`src/rtl/fifo_sync_mem.sv`:
```
// fifo_sync_mem: DATA_W x DEPTH storage array, one synchronous write port, asynchronous read.
// Revision 1.0
`default_nettype none

module fifo_sync_mem #(
    parameter int DATA_W = 8,
    parameter int DEPTH  = 8,
    parameter int AW     = 3
) (
    input  logic              clk,
    input  logic              we,
    input  logic [AW-1:0]     waddr,
    input  logic [DATA_W-1:0] wdata,
    input  logic [AW-1:0]     raddr,
    output logic [DATA_W-1:0] rdata
);

    logic [DATA_W-1:0] mem [DEPTH];

    always_ff @(posedge clk) begin
        if (we) begin
            mem[waddr] <= wdata;
        end
    end

    assign rdata = mem[raddr];

endmodule

`default_nettype wire

```
`src/rtl/fifo_sync_param.sv`:
```
// fifo_sync_param: parametrised single-clock FIFO with occupancy count, programmable flags,
// sticky overflow/underflow, synchronous flush and FWFT or registered read. Revision 1.0
`default_nettype none

module fifo_sync_param #(
    parameter int DATA_W = 8,
    parameter int DEPTH  = 8,
    parameter int AF_LVL = 6,
    parameter int AE_LVL = 1,
    parameter int FWFT   = 1
) (
    input  logic                         clk,
    input  logic                         rst_n,
    input  logic                         clr,
    input  logic                         push,
    input  logic [DATA_W-1:0]            push_data,
    input  logic                         pop,
    output logic [DATA_W-1:0]            pop_data,
    output logic                         pop_valid,
    output logic                         full,
    output logic                         empty,
    output logic                         almost_full,
    output logic                         almost_empty,
    output logic [$clog2(DEPTH+1)-1:0]   count,
    output logic                         overflow,
    underflow
);

    localparam int AW = $clog2(DEPTH);
    localparam int CW = $clog2(DEPTH+1);
    localparam logic [AW-1:0] LAST_IDX = AW'(DEPTH - 1);
    localparam logic [CW-1:0] CNT_FULL = CW'(DEPTH);
    localparam logic [CW-1:0] CNT_AF   = CW'(AF_LVL);
    localparam logic [CW-1:0] CNT_AE   = CW'(AE_LVL);

    logic              wr_en;
    logic              rd_en;
    logic [AW-1:0]     wr_ptr;
    logic [AW-1:0]     wr_ptr_next;
    logic [AW-1:0]     rd_ptr;
    logic [AW-1:0]     rd_ptr_next;
    logic [CW-1:0]     count_next;
    logic              overflow_next;
    logic              underflow_next;
    logic [DATA_W-1:0] head_data;

    always_comb begin
        wr_en          = push & (~full | pop);
        rd_en          = pop & ~empty;
        wr_ptr_next    = wr_ptr;
        rd_ptr_next    = rd_ptr;
        // Explicit wrap compare keeps non-power-of-two depths correct
        if (wr_en) begin
            wr_ptr_next = (wr_ptr == LAST_IDX) ? '0 : wr_ptr + 1'b1;
        end
        if (rd_en) begin
            rd_ptr_next = (rd_ptr == LAST_IDX) ? '0 : rd_ptr + 1'b1;
        end
        count_next     = count + CW'(wr_en) - CW'(rd_en);
        overflow_next  = overflow | (push & full & ~pop);
        underflow_next = underflow | (pop & empty);
    end

    always_ff @(posedge clk or negedge rst_n) begin
        if (!rst_n) begin
            wr_ptr       <= '0;
            rd_ptr       <= '0;
            count        <= '0;
            full         <= 1'b0;
            empty        <= 1'b1;
            almost_full  <= 1'b0;
            almost_empty <= 1'b1;
            overflow     <= 1'b0;
            underflow    <= 1'b0;
        end else if (clr) begin
            wr_ptr       <= '0;
            rd_ptr       <= '0;
            count        <= '0;
            full         <= 1'b0;
            empty        <= 1'b1;
            almost_full  <= 1'b0;
            almost_empty <= 1'b1;
            overflow     <= 1'b0;
            underflow    <= 1'b0;
        end else begin
            wr_ptr       <= wr_ptr_next;
            rd_ptr       <= rd_ptr_next;
            count        <= count_next;
            full         <= (count_next == CNT_FULL);
            empty        <= (count_next == '0);
            almost_full  <= (count_next >= CNT_AF);
            almost_empty <= (count_next <= CNT_AE);
            overflow     <= overflow_next;
            underflow    <= underflow_next;
        end
    end

    fifo_sync_mem #(
        .DATA_W (DATA_W),
        .DEPTH  (DEPTH),
        .AW     (AW)
    ) u_mem (
        .clk   (clk),
        .we    (wr_en & ~clr),
        .waddr (wr_ptr),
        .wdata (push_data),
        .raddr (rd_ptr),
        .rdata (head_data)
    );

    generate
        if (FWFT != 0) begin : g_fwft
            assign pop_data  = head_data;
            assign pop_valid = 1'b0;
        end else begin : g_reg_read
            logic [DATA_W-1:0] data_q;
            logic              valid_q;

            always_ff @(posedge clk or negedge rst_n) begin
                if (!rst_n) begin
                    data_q  <= '0;
                    valid_q <= 1'b0;
                end else if (clr) begin
                    data_q  <= '0;
                    valid_q <= 1'b0;
                end else begin
                    valid_q <= rd_en;
                    if (rd_en) begin
                        data_q <= head_data;
                    end
                end
            end

            assign pop_data  = data_q;
            assign pop_valid = valid_q;
        end
    endgenerate

endmodule

`default_nettype wire

```
`config.mk`:
```
export PLATFORM = sky130hd
export DESIGN_NAME = fifo_sync_param
export DESIGN_NICKNAME = d
export VERILOG_FILES = /design/src/rtl/fifo_sync_mem.sv /design/src/rtl/fifo_sync_param.sv
export SDC_FILE = /design/constraint.sdc
export NUM_CORES = 1
export LEC_CHECK = 0
export ABC_CLOCK_PERIOD_IN_PS = 2750
export BUFFER_PORTS_ARGS = -buffer_cell sky130_fd_sc_hd__buf_2
export CORE_MARGIN = 2
export CORE_UTILIZATION = 58
export CTS_CLUSTER_SIZE = 14
export DETAILED_ROUTE_END_ITERATION = 12
export GPL_ROUTABILITY_DRIVEN = 0
export MAX_ROUTING_LAYER = met4
export PLACE_DENSITY_LB_ADDON = 0.15
export SYNTH_ARGS = -nofsm -noshare
export SYNTH_HDL_FRONTEND = slang
export SYNTH_SLANG_ARGS = --single-unit
export TNS_END_PERCENT = 30
```
`constraint.sdc`:
```
create_clock -name clk -period 2.75 [get_ports clk]
set_clock_uncertainty 0.1 [all_clocks]
set_input_delay 0.1375 -clock clk [delete_from_list [all_inputs] [get_ports clk]]
set_output_delay 0.1375 -clock clk [all_outputs]
set_load 0.01 [all_outputs]
```
==> impl_metrics.env <==
export IMPL_wl_per_cell_microns=19.4
export IMPL_grt_pass1_vias=1915
export IMPL_layout_drive_gt1_share_pct=30.3
export IMPL_fp_coreArea_sq_um=5540
export IMPL_via_count=1782
export IMPL_drtIter0Drc=141
export IMPL_outcome="completed"
export IMPL_clock_fmax_mhz=385
export IMPL_dpl_cell_area_sq_um=3610
export IMPL_syn_avg_cell_area_sq_um=18.3
export IMPL_seq_area_frac_synth_pct=69.1
export IMPL_cap_violations=0
export IMPL_multi_input_area_sq_um=965
export IMPL_synth_cell_types=38
export IMPL_fin_crit_sh_pct=94.5
export IMPL_syn_nets=206
export IMPL_wl_mm=6.07
export IMPL_ys_warn_count=0
export IMPL_fin_setup_tns_ns=0
export IMPL_synth_top_area_share_pct=57.1
export IMPL_p_leak_uw=0.00146
export IMPL_grtUsageTotal_pct=22.4
export IMPL_area_growth_pct=16.1
export IMPL_port_buffers=30
export IMPL_vias_per_cell=5.69
export IMPL_power_total_uw=3000
export IMPL_design_portCount=32
export IMPL_cts_setup_buffers=0
export IMPL_clkTransAtPathRegs_ns=0.07
export IMPL_grt_first_pass_wirelength_mm=9.89
export IMPL_power_density_nw_per_um2=768
export IMPL_start_kind="input pin"
export IMPL_slowest_stage="dlygate4sd3_1"
export IMPL_die_area_sq_um=6420
export IMPL_rows=27
export IMPL_syn_area_sq_um=3360
export IMPL_clock_sinks=80
export IMPL_grt_overflow=0
export IMPL_drv_slew=0
export IMPL_relSlewSlack_pct=50.9
export IMPL_die_y_microns=80.2
export IMPL_cts_buffer_depth=2
export IMPL_setup_viol=0
export IMPL_utilization_pct=70.5
export IMPL_htreeDepth=3
export IMPL_period_minus_slack_ns=2.60
export IMPL_synth_cells=184
export IMPL_n_antenna_cell=0
export IMPL_critPathRequiredTime_ns=2.89
export IMPL_fin_nets=258
export IMPL_ys_top_cells_by_area="edfxtp_1 57%, dfrtp_1 10%, mux4_1 6.3%"
export IMPL_layout_commonest_cell="edfxtp_1"
export IMPL_clk_latency_ns=0.33
export IMPL_post_dp_hpwl_mm=3.95
export IMPL_rsz0062_at_grt="no"
export IMPL_min_path_type="in2reg"
export IMPL_ys_seq_elements=80
export IMPL_final_antenna_net_count=0
export IMPL_cts_tree="built"
export IMPL_cpPeakStageDelay_ns=0.52
export IMPL_path_common_cell="ha_1"
export IMPL_end_kind="flop"
export IMPL_root_buffer="clkbuf_8"
export IMPL_grt_antenna_before_repair=0
export IMPL_worstPathArrival_ns=2.74
export IMPL_worstMarginPinSlew_ns=0.737
export IMPL_die_width_microns=80.2
export IMPL_path_class="in2reg"
export IMPL_fill_cells=369
export IMPL_r2r_slack_ns=0.22
export IMPL_start_util_pct=60.7
export IMPL_worstPathCellList="dlygate4sd3_1, buf_2, nand2b_1, nand2_1, ha_1, inv_1, ha_1, fa_1, xor2_1, or3_1, o31ai_2"
export IMPL_ir_drop_v=0.000549
export IMPL_synth_largest_area_cell="edfxtp_1"
export IMPL_final_cell_mix="64 x edfxtp_1, 30 x buf_2, 14 x dfrtp_1"
export IMPL_hold_violations=0
export IMPL_numCtsBuffers=9
export IMPL_seqCellArea_sq_um=2320
export IMPL_worst_path_max_fanout=5
export IMPL_drc_errors=0
export IMPL_design_area_sq_um=3910
export IMPL_drtPass1Iterations=4
export IMPL_grt_max_degree=19
[area by class of cell]
| class | instances | share of cell area [%] |
|---|---|---|
| repair buffers | 49 | 8.14 |
| clock buffers | 14 | 4.42 |
| clock inverters | 2 | 0.320 |
| flip-flops and latches | 80 | 59.5 |
| well taps | 72 | 2.31 |
| inverters | 6 | 0.577 |
| multi-input cells | 90 | 24.7 |
[per-layer routing]
| layer | track usage (%) | up-vias | part of all wire (%) |
|---|---|---|---|
| met5 | - | - | 0 |
| met4 | 7.12 | 0 | 0.91 |
| met3 | 5.51 | 4 | 4.7 |
| met2 | 39.3 | 57 | 53 |
| met1 | 25.5 | 892 | 42 |
| li1 | - | 829 | - |
[where the power goes]
part,internal (uW),total (uW),leakage (uW),switching (uW)
clock network,402,789,0.0000927,387
logic,350,735,0.000583,385
registers,1400,1470,0.000787,70.0
total,2160,3000,0.00146,843
[sequential cells by signal, indices dropped and copies added (netlist names)]
register,cells
almost_empty,1
almost_full,1
count,4
empty,1
full,1
overflow,1
rd_ptr,3
u_mem.mem,64
underflow,1
wr_ptr,3
[worst paths after layout]
| kind | from | endpoint | cells past startpoint |
|---|---|---|---|
| max | pop | empty | 11 |
| min | push | wr_ptr[2] | 3 |
| max reg2reg | full | empty | 9 |
| min reg2reg | overflow | overflow | 2 |
| max in group asynchronous | rst_n | empty | 2 |
| min in group asynchronous | rst_n | count[3] | 2 |
[timing repair]
action / CTS / global route
hold buffers: 10 / 0
endpoints found under the setup margin: 0 / 2
endpoints found under the hold margin: 81 / 0
resized for setup: 0 / 2
[cell families (layout without fill, tap and decap cells)]
logic type | after synthesis | after routing | share of synthesized area [%]
xor+xnor | 2 | 2 | 0.521
flops | 80 | 80 | 69.1
fa+ha+maj | 9 | 9 | 3.57
simple gates | 35 | 35 | 5.43
mux | 27 | 27 | 16.1
compound gates | 16 | 16 | 2.75
other cells | 1 | 1 | 0.112
buf+inv | 14 | 71 | 2.42
[stage by stage]
| step | std cells | hold WS [ns] | setup WS, ns |
|---|---|---|---|
| CTS | 313 | 0.0203 | 0.0196 |
| floorplan | 184 | -0.258 | 0.261 |
| global placement | 287 | -0.0471 | 0.268 |
| detailed placement | 287 | -0.0323 | 0.120 |
| global route | 313 | 0.0446 | 0.0327 |
| finish | 313 | 0.0454 | 0.152 |
[worst max-delay path: cells and delay by family]
| kind | cells | cell delay (ns) |
|---|---|---|
| AO/OA/AOI/OAI | 1 | 0.22 |
| XOR/XNOR | 1 | 0.19 |
| adder cells (fa/ha/maj) | 3 | 0.86 |
| buffers and inverters | 3 | 0.69 |
| AND/OR/NAND/NOR | 3 | 0.65 |
[Yosys cell counts]
master and number:
and3_1 1, buf_4 1, conb_1 1, buf_12 1, mux2i_1 3, a31oi_1 1, mux4_2 8, a21oi_1 8
nand3_1 4, dfrtp_1 14, or4_1 1, o41ai_1 1, nor2b_1 5, buf_2 1, and2_1 1, ha_1 8
mux2_4 8, nand2b_1 3, mux4_1 8, dfstp_2 2, fa_1 1, xor2_1 1, a211oi_1 1, inv_1 6
edfxtp_1 64, buf_6 1, xnor2_1 1, o21ai_0 3, nor2_1 9, nand4b_1 1, a21o_1 1, clkbuf_1 4
nand4_1 1, nand2_1 3, nor3_1 4, or3_1 1, o31ai_1 1, nor4_1 1
(Power assumes the default switching activity.)
